[src/rtl/enc_grant_scheduler_if.sv]
// Request/grant bundle for enc_grant_scheduler.
//   req[7:0]      raw, asynchronous request lines (bit i = requester i)
//   rr_mode       0 = fixed priority, 1 = round-robin (asynchronous)
//   gnt[7:0]      one-hot grant vector, zero when idle
//   gnt_idx[2:0]  binary index of current / last grant
//   gnt_valid     a grant is active
//   timeout       one-cycle pulse on hold-time expiry
//   seg[6:0]      active-low 7-segment digit (bit0 = a)
interface enc_grant_scheduler_if;
    logic [7:0] req;
    logic       rr_mode;
    logic [7:0] gnt;
    logic [2:0] gnt_idx;
    logic       gnt_valid;
    logic       timeout;
    logic [6:0] seg;

    modport master (
        output req, rr_mode,
        input  gnt, gnt_idx, gnt_valid, timeout, seg
    );

    modport slave (
        input  req, rr_mode,
        output gnt, gnt_idx, gnt_valid, timeout, seg
    );
endinterface

[src/rtl/enc_grant_scheduler.sv]
// Grant scheduler: shares one resource among 8 switch-driven requesters.
// Fixed-priority (highest index) or round-robin arbitration, bounded hold
// time with a mandatory one-cycle gap, and a 7-segment display of the grant.
// Ports:
//   clk    rising-edge clock
//   rst_n  asynchronous active-low reset
//   bus    enc_grant_scheduler_if.slave (req/rr_mode in, grant/display out)
module enc_grant_scheduler #(
    parameter int unsigned HOLD_CYCLES = 4,
    parameter int unsigned SYNC_STAGES = 2
) (
    input  logic                  clk,
    input  logic                  rst_n,
    enc_grant_scheduler_if.slave  bus
);

    localparam int unsigned N_REQ = 8;
    localparam int unsigned IDX_W = 3;
    localparam int unsigned CNT_W = 8;
    localparam int unsigned SEG_W = 7;
    localparam int unsigned SYN_W = N_REQ + 1;

    localparam logic [CNT_W-1:0] HOLD_LAST = CNT_W'(HOLD_CYCLES - 1);
    localparam logic [SEG_W-1:0] SEG_BLANK = SEG_W'(7'h7F);
    localparam logic [IDX_W-1:0] PTR_RESET = IDX_W'(7);

    typedef enum logic [1:0] {
        ST_IDLE  = 2'd0,
        ST_GRANT = 2'd1,
        ST_GAP   = 2'd2
    } state_e;

    // Active-low segment pattern for a grant index.
    function automatic logic [SEG_W-1:0] seg_of(input logic [IDX_W-1:0] idx);
        logic [SEG_W-1:0] pat;
        case (idx)
            3'd0:    pat = 7'h40;
            3'd1:    pat = 7'h79;
            3'd2:    pat = 7'h24;
            3'd3:    pat = 7'h30;
            3'd4:    pat = 7'h19;
            3'd5:    pat = 7'h12;
            3'd6:    pat = 7'h02;
            default: pat = 7'h78;
        endcase
        return pat;
    endfunction

    logic [SYNC_STAGES-1:0][SYN_W-1:0] sync_q, sync_d;
    state_e                            state_q, state_d;
    logic [CNT_W-1:0]                  cnt_q, cnt_d;
    logic [IDX_W-1:0]                  last_q, last_d;
    logic [N_REQ-1:0]                  gnt_q, gnt_d;
    logic [IDX_W-1:0]                  gnt_idx_q, gnt_idx_d;
    logic                              gnt_valid_q, gnt_valid_d;
    logic                              timeout_q, timeout_d;
    logic [SEG_W-1:0]                  seg_q, seg_d;

    logic [N_REQ-1:0] sreq;
    logic             smode;
    logic [IDX_W-1:0] win_idx;
    logic [IDX_W-1:0] cand;
    logic             found;

    // Request/mode synchroniser shift chain; rr_mode rides in the top bit.
    always_comb begin
        sync_d    = sync_q;
        sync_d[0] = {bus.rr_mode, bus.req};
        for (int i = 1; i < int'(SYNC_STAGES); i++) begin
            sync_d[i] = sync_q[i-1];
        end
    end

    assign sreq  = sync_q[SYNC_STAGES-1][N_REQ-1:0];
    assign smode = sync_q[SYNC_STAGES-1][N_REQ];

    // Winner selection. Round-robin scans last+1 .. last+8 (mod 8), so the
    // previous winner is considered last.
    always_comb begin
        win_idx = '0;
        cand    = '0;
        found   = 1'b0;
        if (!smode) begin
            for (int i = 0; i < int'(N_REQ); i++) begin
                if (sreq[i]) begin
                    win_idx = IDX_W'(i);
                end
            end
        end else begin
            for (int k = 1; k <= int'(N_REQ); k++) begin
                cand = last_q + IDX_W'(k);
                if (!found && sreq[cand]) begin
                    win_idx = cand;
                    found   = 1'b1;
                end
            end
        end
    end

    // Next-state and registered-output logic.
    always_comb begin
        state_d     = state_q;
        cnt_d       = cnt_q;
        last_d      = last_q;
        gnt_d       = gnt_q;
        gnt_idx_d   = gnt_idx_q;
        gnt_valid_d = gnt_valid_q;
        timeout_d   = 1'b0;
        seg_d       = seg_q;

        case (state_q)
            ST_IDLE, ST_GAP: begin
                if (|sreq) begin
                    state_d     = ST_GRANT;
                    gnt_d       = N_REQ'(1) << win_idx;
                    gnt_idx_d   = win_idx;
                    gnt_valid_d = 1'b1;
                    seg_d       = seg_of(win_idx);
                    cnt_d       = '0;
                    last_d      = win_idx;
                end else begin
                    state_d     = ST_IDLE;
                    gnt_d       = '0;
                    gnt_valid_d = 1'b0;
                    seg_d       = SEG_BLANK;
                end
            end
            ST_GRANT: begin
                cnt_d = cnt_q + CNT_W'(1);
                // A dropped request wins over expiry and suppresses timeout.
                if (!sreq[gnt_idx_q] || (cnt_q == HOLD_LAST)) begin
                    state_d     = ST_GAP;
                    gnt_d       = '0;
                    gnt_valid_d = 1'b0;
                    seg_d       = SEG_BLANK;
                    timeout_d   = sreq[gnt_idx_q];
                end
            end
            default: begin
                state_d     = ST_IDLE;
                gnt_d       = '0;
                gnt_valid_d = 1'b0;
                seg_d       = SEG_BLANK;
            end
        endcase
    end

    // State and output registers.
    always_ff @(posedge clk or negedge rst_n) begin
        if (!rst_n) begin
            sync_q      <= '0;
            state_q     <= ST_IDLE;
            cnt_q       <= '0;
            last_q      <= PTR_RESET;
            gnt_q       <= '0;
            gnt_idx_q   <= '0;
            gnt_valid_q <= 1'b0;
            timeout_q   <= 1'b0;
            seg_q       <= SEG_BLANK;
        end else begin
            sync_q      <= sync_d;
            state_q     <= state_d;
            cnt_q       <= cnt_d;
            last_q      <= last_d;
            gnt_q       <= gnt_d;
            gnt_idx_q   <= gnt_idx_d;
            gnt_valid_q <= gnt_valid_d;
            timeout_q   <= timeout_d;
            seg_q       <= seg_d;
        end
    end

    assign bus.gnt       = gnt_q;
    assign bus.gnt_idx   = gnt_idx_q;
    assign bus.gnt_valid = gnt_valid_q;
    assign bus.timeout   = timeout_q;
    assign bus.seg       = seg_q;

endmodule
[src/flat_wrapper.sv]
// flat-port wrapper written by rule: the top's interface ports become plain ports
module enc_grant_scheduler_flat 
#(
    parameter int unsigned HOLD_CYCLES = 4,
    parameter int unsigned SYNC_STAGES = 2
)
  (clk, rst_n, bus_req, bus_rr_mode, bus_gnt, bus_gnt_idx, bus_gnt_valid, bus_timeout, bus_seg);
  enc_grant_scheduler_if bus_i ();
  input  logic clk;
  input  logic rst_n;
  input wire logic [$bits(bus_i.req)-1:0] bus_req;
  input wire logic [$bits(bus_i.rr_mode)-1:0] bus_rr_mode;
  output wire logic [$bits(bus_i.gnt)-1:0] bus_gnt;
  output wire logic [$bits(bus_i.gnt_idx)-1:0] bus_gnt_idx;
  output wire logic [$bits(bus_i.gnt_valid)-1:0] bus_gnt_valid;
  output wire logic [$bits(bus_i.timeout)-1:0] bus_timeout;
  output wire logic [$bits(bus_i.seg)-1:0] bus_seg;
  assign bus_i.req = bus_req;
  assign bus_i.rr_mode = bus_rr_mode;
  assign bus_gnt = bus_i.gnt;
  assign bus_gnt_idx = bus_i.gnt_idx;
  assign bus_gnt_valid = bus_i.gnt_valid;
  assign bus_timeout = bus_i.timeout;
  assign bus_seg = bus_i.seg;
  enc_grant_scheduler #(.HOLD_CYCLES(HOLD_CYCLES), .SYNC_STAGES(SYNC_STAGES)) u_core (.clk(clk), .rst_n(rst_n), .bus(bus_i));
endmodule
[config.mk]
export PLATFORM = sky130hd
export DESIGN_NAME = enc_grant_scheduler_flat
export DESIGN_NICKNAME = d
export VERILOG_FILES = /design/src/rtl/enc_grant_scheduler_if.sv /design/src/rtl/enc_grant_scheduler.sv /design/src/flat_wrapper.sv
export SDC_FILE = /design/constraint.sdc
export NUM_CORES = 1
export LEC_CHECK = 0
export CAP_MARGIN = 0
export CORE_MARGIN = 3
export CORE_UTILIZATION = 50
export DETAILED_ROUTE_END_ITERATION = 16
export PLACE_DENSITY_LB_ADDON = 0.2
export SLEW_MARGIN = 10
export SYNTH_ARGS = -nofsm -noshare
export SYNTH_HDL_FRONTEND = slang
export SYNTH_SLANG_ARGS = --single-unit
[constraint.sdc]
create_clock -name clk -period 3.65 [get_ports clk]
set_input_delay 0.73 -clock clk [delete_from_list [all_inputs] [get_ports clk]]
set_output_delay 0.73 -clock clk [all_outputs]
set_load 0.01 [all_outputs]
Word-level counts from Yosys, hierarchy flattened
Index checks and enable logic that the tools add are counted.

Bits in registers: 51.

$add $sub $neg: 8. Magnitude comparators: 9. Equal/unequal tests: 11. Shift operators: 1. Muxes and demuxes: 65. Reductions and logical operators: 23.

Operators by type and width (count): $pmux W7 S7 (1); $mux W3 (13); $lt A3 B4 Y1 const B (9); $pmux W8 S2 (2); $mux W1 (29); $bmux W1 S3 (9); $mux W8 (3); $mux W7 (2); $pmux W7 S2 (1); $add A3 B3 Y3 const B (4); $eq A3 B3 Y1 const B (3); $add A8 B1 Y8 const B (1); $eq A8 B2 Y1 const B (1); $logic_not A1 Y1 (8); $reduce_or A8 Y1 (1); $shl A1 B3 Y8 const A (1); $logic_and A1 B1 Y1 (7); $add A3 B2 Y3 const B (2); $eq A3 B2 Y1 const B (2); $mux W2 (3); $ne A2 B1 Y1 const B (2); $pmux W2 S2 (1); $reduce_and A2 Y1 (2); $add A3 B1 Y3 const B (1); 9 further kinds (9).

Depth between registers and ports, before layout
Gate-level depths: netlist (run 1).

Depth in word-level cells: 37. Gate-level depth with buffers: 15. Gate-level depth less buffers: 11.

Worst setup path before layout (run 1)
OpenSTA, ideal clock, no wires.

Path type: register to register. From: reg u_core.last_q[0]. To: reg u_core.seg_q[4] (netlist: u_core.bus.seg[4]). Setup time: 0.083 ns. Arrival time: 3.735 ns. Data required time: 3.567 ns. Path slack: -0.169 ns. Stages on the path, launching flop included: 15. Buffers on the path: 4. Path through: dfstp_2 -> buf_6 -> buf_2 -> clkinv_1 -> ha_1 -> buf_6 -> mux4_2 -> mux2i_1 -> nand3_2 -> a211oi_2 -> o32ai_1 -> a31oi_1 -> buf_2 -> nor2_1 -> o32a_1.

Word-level cells in the longest chain between the ends: 37.

Ends and longest elaborated chain: start, declared (RTL line enc_grant_scheduler.sv:52) `logic [IDX_W-1:0] last_q, last_d;`; start signal, assigned (RTL line enc_grant_scheduler.sv:164) `last_q <= last_d;`; $add A3 B1 Y3 (RTL line enc_grant_scheduler.sv:91) `cand = last_q + IDX_W'(k);`; $bmux W1 S3 (RTL line enc_grant_scheduler.sv:92) `if (!found && sreq[cand]) begin`; $mux W1 (not written as such) (RTL line enc_grant_scheduler.sv:92); $mux W1 (RTL line enc_grant_scheduler.sv:92); $mux W1 (RTL line enc_grant_scheduler.sv:83) `if (!smode) begin`; $logic_not A1 Y1 (RTL line enc_grant_scheduler.sv:92); $logic_and A1 B1 Y1 (RTL line enc_grant_scheduler.sv:92); $mux W1 (RTL line enc_grant_scheduler.sv:92); [... 21 more ...]; $logic_not A1 Y1 (RTL line enc_grant_scheduler.sv:92); $logic_and A1 B1 Y1 (RTL line enc_grant_scheduler.sv:92); $mux W3 (*) (RTL line enc_grant_scheduler.sv:92); $mux W3 (*) (RTL line enc_grant_scheduler.sv:83); $eq A3 B3 Y1, or another cell as far along (RTL line enc_grant_scheduler.sv:36) `case (idx)`; $pmux W7 S7 (*) (RTL line enc_grant_scheduler.sv:36); $mux W7 (*) (RTL line enc_grant_scheduler.sv:113) `if (|sreq) begin`; $pmux W7 S2 (*) (RTL line enc_grant_scheduler.sv:111) `case (state_q)`; end signal, assigned (RTL line enc_grant_scheduler.sv:169) `seg_q <= seg_d;`; end, declared (RTL line enc_grant_scheduler.sv:57) `logic [SEG_W-1:0] seg_q, seg_d;`.

Mark *: on every way between the ends. The rest lies on a longest branch, timed or not. The select of a mux whose other input is x is not followed. A chain may end at the register's enable or synchronous reset.

Worst setup path in the final report (run 1)
From: reg u_core.last_q[1]. To: reg u_core.seg_q[5] (netlist: u_core.bus.seg[5]).

Same word-level chain as after synthesis.

==> results of run 1 <==
==> metal layers <==
layer / share of wire (%) / GRT usage, % / wire length (um)
met2: 49 / 31.5 / 3200
met1: 44 / 27.3 / 2840
met5: 0 / 0 / 0
met3: 5.9 / 3.55 / 382
met4: 1.3 / 5.41 / 87
==> power groups by stage <==
stage	clock, uW	combinational (uW)	sequential [uW]
5_1_grt	382	2200	915
4_1_cts	350	2000	889
3_3_place_gp	0	1960	892
2_1_floorplan	0	1510	879
6_report	342	2010	888
3_5_place_dp	0	1990	900
==> through the flow <==
step	utilization (%)	total power, uW
after global placement	59.3	2850
after detailed placement	59.3	2890
after CTS	61.0	3240
after global routing	61.2	3490
after floorplan	-	2390
final	61.2	3240
==> state kept, by name (all words and copies together), names as in the netlist, 2 cells and up <==
register	cells
u_core.cnt_q	8
u_core.last_q	3
u_core.bus.gnt	8
u_core.sreq	8
u_core.sync_d	9
u_core.bus.gnt_idx	3
u_core.bus.seg	7
u_core.state_q	2
==> layout make-up <==
type                       instances  area, um2
inverter                           7       27.5
tap                               72       90.1
clock buffer                       7       86.3
fill                             479       2200
clock inverter                     1       8.76
timing repair buffer              38        355
multi-input combinational        201       1620
sequential                        51       1290
==> Yosys cell counts (all sizes together) (3+ instances only) <==
library cell  count
ha                3
nor4              5
xor2              6
mux2i             9
nor3              4
nor2             26
mux2              6
mux4             16
nand3            14
a22o              8
dfstp            10
nand2            24
dfrtp            41
o21ai            17
nand2b           10
buf               8
a21oi            13
a31oi             4
nor2b             3
a21o              3
clkbuf           13
or4               3
inv               6
==> worst min-delay path by stage <==
| stage | start | endpoint |
|---|---|---|
| 3_3_place_gp | u_core.sync_d[11] | u_core.sreq[2] |
| 6_report | u_core.sync_d[15] | u_core.sreq[6] |
| 3_5_place_dp | u_core.sync_d[16] | u_core.sreq[7] |
| 2_1_floorplan | u_core.sync_d[17] | u_core.smode |
| 4_1_cts | u_core.sync_d[15] | u_core.sreq[6] |
| 5_1_grt | u_core.sync_d[16] | u_core.sreq[7] |
==> worst max-delay path, delay by kind of cell (launching register included) <==
family | cells | cell delay [ns]
buffers and inverters | 1 | 0.19
AO/OA/AOI/OAI | 3 | 0.84
flip-flops | 1 | 0.53
XOR/XNOR | 1 | 0.30
multiplexers | 2 | 0.75
AND/OR/NAND/NOR | 1 | 0.13
adder cells (fa/ha/maj) | 2 | 0.71
==> logic make-up after synthesis <==
family	share of synthesized area [%]
multiplexers	17.9
AO/OA/AOI/OAI	14.5
buffers and inverters	4.20
adder cells (fa/ha/maj)	1.58
AND/OR/NAND/NOR	17.0
flip-flops	42.8
XOR/XNOR	2.04
==> repair_timing <==
| action | 4_1_cts | 5_1_grt |
|---|---|---|
| buffers inserted | 0 | 0 |
| setup endpoints to repair | 0 | 13 |
| resized for setup | 0 | 2 |
| hold buffers | 0 | 0 |
==> metrics.md, run 1 <==
| Metric | Value |
|---|---|
| # DRC | 0 |
| Design Area, Final | 3470 um2 |
| Clk slew on worst S/H paths | 0.09 ns |
| Type of the worst setup path | flip-flop to flip-flop |
| Hold Crit Depth | 0 |
| R2R Setup Slk | between 0.15 and 0.2 ns |
| CTS tree | done |
| Final std cells w/o fill | about 380 |
| Routed WL | between 6 and 7 mm |
| Hold Vio Cnt, Final | 0 |
| Via count | roughly 2.3k |
| Vias in the first global route | 2301 |
| Initial Util | a little over half |
| Die ar. | between 6000 and 7000 um2 |
| Main area contributors after synthesis | dfrtp_1 (34%), mux4_2 (12%), dfstp_2 (8.7%) |
| Worst skew pair latency | ~0.3 ns |
| Pleak | 0.00140 uW |
| Final ANT Viol Nets | 0 |
| Num CTS Buffers | 5 |
| Cells along the critical path | buf_4 > ha_1 > xor2_2 > mux4_2 > mux2i_1 > o21ai_0 > a2111oi_4 > nor3_4 > maj3_1 > o22a_1 |
| FF-to-FF Start | u_core.last_q[1] |
| Grt ovf | 0 |
| RSZ-0062 raised after global routing | no |
| Vias/cell | 6.15 |
| First-pass GRT wire length | between 10 and 15 mm |
| Largest net degree at the start of global routing | 32 |
| Top-area cell type share of the netlist area | around 34% |
| Share of cells above drive strength 1 | about a fifth |
| Logic gate share of total power | between 60% and 70% |
| Max Slew Vio Count | 0 |
| Commonest non-fill, non-tap cell in the layout | dfrtp_1 |
| First DRT Iteration DRCs | 190 |
| Htree depth | 2 |
| Crit path time final | approximately 3.5 ns |
| Yosys cell types | between 50 and 60 |
| Crit share post-route | 95.8% |
| Syn Area/Cell | 10.8 um2 |
| Setup crit end kind | flip-flop |
| FMAX | about 290 MHz |
| Yosys Warn Count | 0 |
| Flop pwr share | 27.4% |
| Reg2reg end | u_core.bus.seg[5] |
| Layout Skew | a little under 0.009 ns |
| Area delta synth->final | 15.4% |
| Root Buffer | clkbuf_8 |
| Rows | 27 |
| Most frequent cells in the layout | dfrtp_1 (41), clkdlybuf4s50_1 (29), nor2_1 (26), nand2_1 (24) |
| Mapped Cells | between 200 and 300 |
| Sequential element share of the synthesized area | a little over two fifths |
| Routed wire per std cell | ~17 um |
| CP Launch Type | flip-flop |
| Slowest-stage cell, CP | mux4_2 |
| Crit path capture | u_core.bus.seg[5] |
| Status | completed |
| Post-Route Setup TNS | 0 ns |
| Setup ws final | around 0.15 ns |
| Worst IR Drop VDD | ~0.43 mV |
| TritonRoute pass-1 iters | 4 |
| Worst endpoint required time | between 3 and 4 ns |
| P_int | around 1800 uW |
| Nets | around 320 |
| Syn_nets | ~300 |
| Hold Path Class | flip-flop to flip-flop |
| Post-place setup slack | 0.0471 ns |
| GRT Resource Usage Total | around a fifth |
| Clock Sinks | 51 |
| Clk pwr share | a little over a tenth |
| Crit path from | u_core.last_q[1] |
| Tightest Pin Transition | roughly 0.72 ns |
| Most used flip-flop cell after synthesis | dfrtp_1 |
| Reg2reg path depth | 10 |
| Slew HR | about half |
| Port buffer count | 30 |
| Clk buf depth | 2 |
| Switching share of power | 43.0% |
| Max-cap violations | 0 |
| Worst EP arrival | around 3.7 ns |
| Placeable Area | between 5000 and 6000 um2 |
| IO Count | 31 |
| ANT cells | 0 |
| Final hold slack | approximately 0.35 ns |
| Power density cells | between 900 and 1000 nW/um2 |
| Largest area contributor in the netlist | dfrtp_1 |
| Yosys reg bits | just over 50 |
| Die width | 83.6 um |
| Setup Viol. Count Final | 0 |
| Initial antenna violation count | 0 |
| Placed cells | between 300 and 400 |
| Asr flop ratio synth | 100% |
| Switch Pwr | 1400 uW |
| Post-synth EDFFs | 0 |
| CP Max Fanout | 13 |
| Final GP Congestion | between 0.8 and 0.9 |
| Die H | about 84 um |
| Area after DPL | between 3000 and 4000 um2 |
| CP peak stage delay | between 0.5 and 0.6 ns |
| Detailed Place HPWL | around 4.7 mm |
| Synthesized area | 3010 um2 |
(Power assumes the default switching activity.)
==> run 2: changes to the inputs <==
SKIP_LAST_GASP = 1   (was default)
==> run 2 against run 1 <==
  * Critical path depth is the same
  * Register-to-register slack worse by 0.05 ns
  * Combinational power about the same
  * Maximum frequency shrank 1.4%
  * Core utilization unchanged
  * Non-clock buffer count is the same
  * First-iteration DRC count shrank 7.4%
  * Setup slack lost 0.048 ns
  * Die area unchanged
  * Critical path type unchanged
  * Clock skew decreased by 0.00099 ns
==> metrics.md, run 2 (synthesis results as in run 1) <==
| Metric | Value |
|---|---|
| Setup crit end kind | flip-flop |
| Share of cells above drive strength 1 | 19.7% |
| Detailed Place HPWL | between 4 and 5 mm |
| Port buffer count | 30 |
| Final hold slack | about 0.35 ns |
| Slew HR | 51.8% |
| Power density cells | around 930 nW/um2 |
| Final ANT Viol Nets | 0 |
| Filler cells | 479 |
| First-pass GRT wire length | between 10 and 15 mm |
| Setup Viol. Count Final | 0 |
| RSZ-0062 raised after global routing | yes |
| Final std cells w/o fill | around 380 |
| CP peak stage delay | approximately 0.54 ns |
| Worst EP arrival | about 3.8 ns |
| Vias/cell | 6.16 |
| FMAX | around 280 MHz |
| Setup ws final | between 0.1 and 0.15 ns |
| Vias in the first global route | 2301 |
| Via count | 2323 |
| Placeable Area | ~5700 um2 |
| Multi-input gate area | approximately 1600 um2 |
| Tightest Pin Transition | about 0.72 ns |
| Placed cells | between 300 and 400 |
| Clk buf depth | 2 |
| Pleak | 0.00140 uW |
| Routed WL | ~6.5 mm |
| Initial Util | 53.0% |
| Final GP Congestion | around 0.90 |
| Commonest non-fill, non-tap cell in the layout | dfrtp_1 |
| Hold Vio Cnt, Final | 0 |
| CTS tree | done |
| Register area | around 1300 um2 |
| Post-place setup slack | about 0.047 ns |
| Htree depth | 2 |
| Slowest-stage cell, CP | mux4_2 |
| Max Slew Vio Count | 0 |
| Most frequent cells in the layout | dfrtp_1 (41), clkdlybuf4s50_1 (29), nor2_1 (26), nand2_1 (24) |
| Crit share post-route | slightly below 100% |
| Cells along the critical path | buf_4 > ha_1 > xor2_2 > mux4_2 > mux2i_1 > o21ai_0 > a2111oi_4 > nor3_4 > maj3_1 > o22a_1 |
| Hold Path Class | flip-flop to flip-flop |
| Initial antenna violation count | 0 |
| Die width | around 84 um |
| First DRT Iteration DRCs | ~180 |
| Max reg flops | 9 |
| Worst IR Drop VDD | about 0.43 mV |
| Clk slew on worst S/H paths | about 0.09 ns |
| TritonRoute pass-1 iters | 4 |
| Worst skew pair latency | roughly 0.30 ns |
| Post-Route Setup TNS | 0 ns |
| Area after DPL | roughly 3400 um2 |
| Post-CTS setup buffers | 0 |
| Nets | around 320 |
| Max-cap violations | 0 |
| Crit path time final | roughly 3.5 ns |
| Area delta synth->final | 15.4% |
| Layout Skew | 0.00768 ns |
| Largest net degree at the start of global routing | 32 |
| Num CTS Buffers | 5 |
| Die ar. | 6990 um2 |
| ANT cells | 0 |
| GRT Resource Usage Total | approximately a fifth |
| # DRC | 0 |
| Grt ovf | 0 |
| Routed wire per std cell | approximately 17 um |
| Status | completed |
| CP Launch Type | flip-flop |
| CP Max Fanout | 13 |
| Worst endpoint required time | slightly below 4 ns |
| Die H | 83.6 um |
| Rows | 27 |
| Design Area, Final | 3470 um2 |
| IO Count | 31 |
| Clock Sinks | 51 |
| Type of the worst setup path | flip-flop to flip-flop |
| Root Buffer | clkbuf_8 |
-- run 2: cell counts in the layout (fill, tap and decap cells not counted) --
No cell type changed its count.
-- run 2: critical path, delay by kind of cell (launching register included) --
kind | cells | cell delay, ns
and+or+nand+nor | 1 | 0.13
muxes | 2 | 0.74
AOI/OAI and AO/OA | 3 | 0.89
xor gates and xnor gates | 1 | 0.30
adders and majority gates | 2 | 0.71
buffers and inverters | 1 | 0.19
DFF | 1 | 0.53
-- run 2: path summary, 6_finish.rpt --
check	from	endpoint	slack, ns	depth (start not counted)
setup / recovery	u_core.last_q[1]	u_core.bus.seg[5]	0.11	10
hold / removal	u_core.sync_d[15]	u_core.sreq[6]	0.35	0
setup reg to reg	u_core.last_q[1]	u_core.bus.seg[5]	0.11	10
hold reg to reg	u_core.sync_d[15]	u_core.sreq[6]	0.35	0
max in group asynchronous	rst_n	u_core.last_q[0]	2.44	2
min in group asynchronous	rst_n	u_core.bus.gnt[6]	0.39	1
-- run 2: area by class of cell --
class	instances	share of cell area, %
Multi-Input combinational cell	201	46.5
Tap cell	72	2.59
Clock buffer	7	2.49
Clock inverter	1	0.252
Timing Repair Buffer	38	10.2
Sequential cell	51	37.1
Inverter	7	0.793
-- run 2: metrics by stage --
stage | util (%) | total power (uW)
detailed placement | 59.3 | 2890
CTS | 61.0 | 3240
global placement | 59.3 | 2850
finish | 61.2 | 3240
floorplan | - | 2390
global route | 61.2 | 3490
-- run 2: power by group --
| part | total [uW] | internal, uW | switching [uW] |
|---|---|---|---|
| registers | 888 | 746 | 142 |
| clock network | 339 | 156 | 184 |
| logic | 2010 | 946 | 1070 |
-- run 2: routing by layer --
layer / global-route usage [%] / part of all wire [%]
met5: 0 / 0
met1: 27.3 / 44
met2: 31.5 / 49
met3: 3.55 / 5.7
met4: 5.41 / 1.4
-- run 2: repair_timing --
item | CTS | global route
endpoints found under the setup margin | 0 | 13
hold buffers | 0 | 0
gates resized for setup | 0 | 2
==> run 3: changes to the inputs <==
clock period = 2.8 ns   (was 3.65 ns; I/O delays follow)
==> run 3 against run 2 <==
  * The run now ends with negative setup slack left
  * Clock power up 57%
  * Die area unchanged
  * Design area rose by 14%
  * Critical endpoint is now u_core.bus.seg[0]
  * Largest cell class unchanged
  * Largest power group unchanged
  * Highest routed layer unchanged
==> metrics.md, run 3 (synthesis results as in run 1) <==
| Metric | Value |
|---|---|
| Status | finished, violations left |
| Failing checks | negative setup slack |
| Max-cap violations | 0 |
| Layout Skew | roughly 0.0079 ns |
| Via count | roughly 2.5k |
| Max Slew Vio Count | 0 |
| Die ar. | approximately 7000 um2 |
| Clk slew on worst S/H paths | ~0.090 ns |
| Share of cells above drive strength 1 | around a third |
| Flop pwr share | around 22% |
| Routed WL | slightly above 7 mm |
| Slew HR | approximately two fifths |
| Worst IR Drop VDD | about 0.81 mV |
| R2R Setup Slk | -0.54 ns |
| Routed wire per std cell | 17.3 um |
| Worst endpoint required time | 3.04 ns |
| TritonRoute pass-1 iters | 7 |
| Tightest Pin Transition | 0.877 ns |
| Clk buf depth | 2 |
| Clk pwr share | around a tenth |
| Filler cells | 405 |
| Pleak | ~0.0016 uW |
| Switch Pwr | about 2100 uW |
| Worst skew pair latency | approximately 0.30 ns |
| Vias in the first global route | 2450 |
| Max reg flops | 9 |
| Post-place setup slack | -0.525 ns |
| Grt ovf | 0 |
| Logic gate share of total power | between 60% and 70% |
| Hold Vio Cnt, Final | 0 |
| First-pass GRT wire length | ~12 mm |
| Reg2reg path depth | 11 |
| Port buffer count | 30 |
| Final GP Congestion | between 0.8 and 0.9 |
| Largest net degree at the start of global routing | 30 |
| RSZ-0062 raised after global routing | yes |
| First DRT Iteration DRCs | around 210 |
| Setup Viol. Count Final | 21 |
| Num CTS Buffers | 5 |
| Placeable Area | roughly 5700 um2 |
| CTS tree | done |
| Power density cells | 1310 nW/um2 |
| Initial antenna violation count | 0 |
| Crit path time final | about 3.3 ns |
| Switching share of power | about two fifths |
| P_int | ~3100 uW |
| Worst EP arrival | 3.58 ns |
| Crit share post-route | 119% |
| Commonest non-fill, non-tap cell in the layout | buf_4 |
| Most frequent cells in the layout | buf_4 (44), dfrtp_1 (41), clkdlybuf4s50_1 (29), nand2_1 (24), nor2_1 (23) |
| Setup ws final | -0.538 ns |
| Die H | ~84 um |
| GRT Resource Usage Total | a little over a fifth |
| Root Buffer | clkbuf_8 |
| Area delta synth->final | 31.2% |
| Nets | 361 |
| ANT cells | 0 |
| CP Max Fanout | 11 |
| Clock Sinks | between 50 and 60 |
| Final ANT Viol Nets | 0 |
| Hold Path Class | input pin to async pin |
| # DRC | 0 |
| FMAX | between 200 and 300 MHz |
| Setup crit end kind | flip-flop |
| FF-to-FF Start | u_core.last_q[0] |
| Placed cells | 403 |
| Reg2reg end | u_core.bus.seg[0] |
| CP Launch Type | flip-flop |
| Vias/cell | 5.97 |
| IO Count | 31 |
| Initial Util | between 50 and 60% |
| Detailed Place HPWL | between 5 and 6 mm |
| Die width | about 84 um |
| Type of the worst setup path | flip-flop to flip-flop |
| CTS Hold Buffers Added | 0 |
| Overall Power | 5190 uW |
| Htree depth | 2 |
| Rows | 27 |
| Final std cells w/o fill | between 400 and 500 |
## run 3: timing repair
item | CTS | global route
pin swaps | 14 | 2
resized for setup | 10 | 5
setup buffers | 7 | 2
endpoints found under the setup margin | 21 | 21
## run 3: layout make-up
class	instances	area (um2)	area share, %
clock buffer	6	82.6	2.09
clock inverter	2	38.8	0.982
inverter	7	38.8	0.982
multi-input combinational	201	1690	42.7
sequential	51	1290	32.6
tap	72	90.1	2.28
timing repair buffer	81	726	18.4
## run 3: power by group through the flow
stage | Combinational, uW | Clock, uW | Sequential (uW)
2_1_floorplan | 2160 | 0 | 1150
3_3_place_gp | 3100 | 0 | 1150
3_5_place_dp | 3160 | 0 | 1160
4_1_cts | 3400 | 555 | 1140
5_1_grt | 3790 | 587 | 1170
6_report | 3510 | 533 | 1150
## run 3: worst max path at each step
stage | from | to | depth (start not counted)
after floorplan | u_core.last_q[0] | u_core.bus.seg[3] | 14
after global placement | u_core.last_q[0] | u_core.bus.seg[0] | 11
after detailed placement | u_core.last_q[0] | u_core.bus.seg[4] | 11
after CTS | u_core.last_q[0] | u_core.bus.seg[0] | 11
after global routing | u_core.last_q[0] | u_core.bus.seg[1] | 12
final | u_core.last_q[0] | u_core.bus.seg[0] | 11
## run 3: critical path, cell delays in order (launching register included)
cell and delay, ns:
dfstp_2 0.63, clkinv_8 0.07, ha_4 0.34, mux4_2 0.57, a222oi_1 0.29, a2111oi_0 0.10, or4_1 0.50, a21oi_2 0.20
buf_12 0.16, xor2_1 0.17, o21ai_0 0.10, o21a_1 0.16
## run 3: through the flow
step | hold slack [ns] | util [%] | instance area (um2) | TNS [ns]
finish | 0.252 | 69.6 | 3950 | -8.52
global route | 0.272 | 69.6 | 3950 | -11.73
CTS | 0.263 | 69.1 | 3920 | -8.82
detailed placement | 0.335 | 65.4 | 3710 | -9.05
global placement | 0.331 | 65.4 | 3710 | -7.76
floorplan | 0.264 | - | 3110 | -10.57
## run 3: metal layers
| metal | up-vias | GRT usage, % | part of all wire [%] |
|---|---|---|---|
| met5 | - | 0 | 0 |
| met4 | 0 | 5.12 | 0.78 |
| met3 | 6 | 4.05 | 5.4 |
| met2 | 89 | 34.6 | 50 |
| met1 | 1245 | 30.4 | 44 |
| li1 | 1167 | - | - |
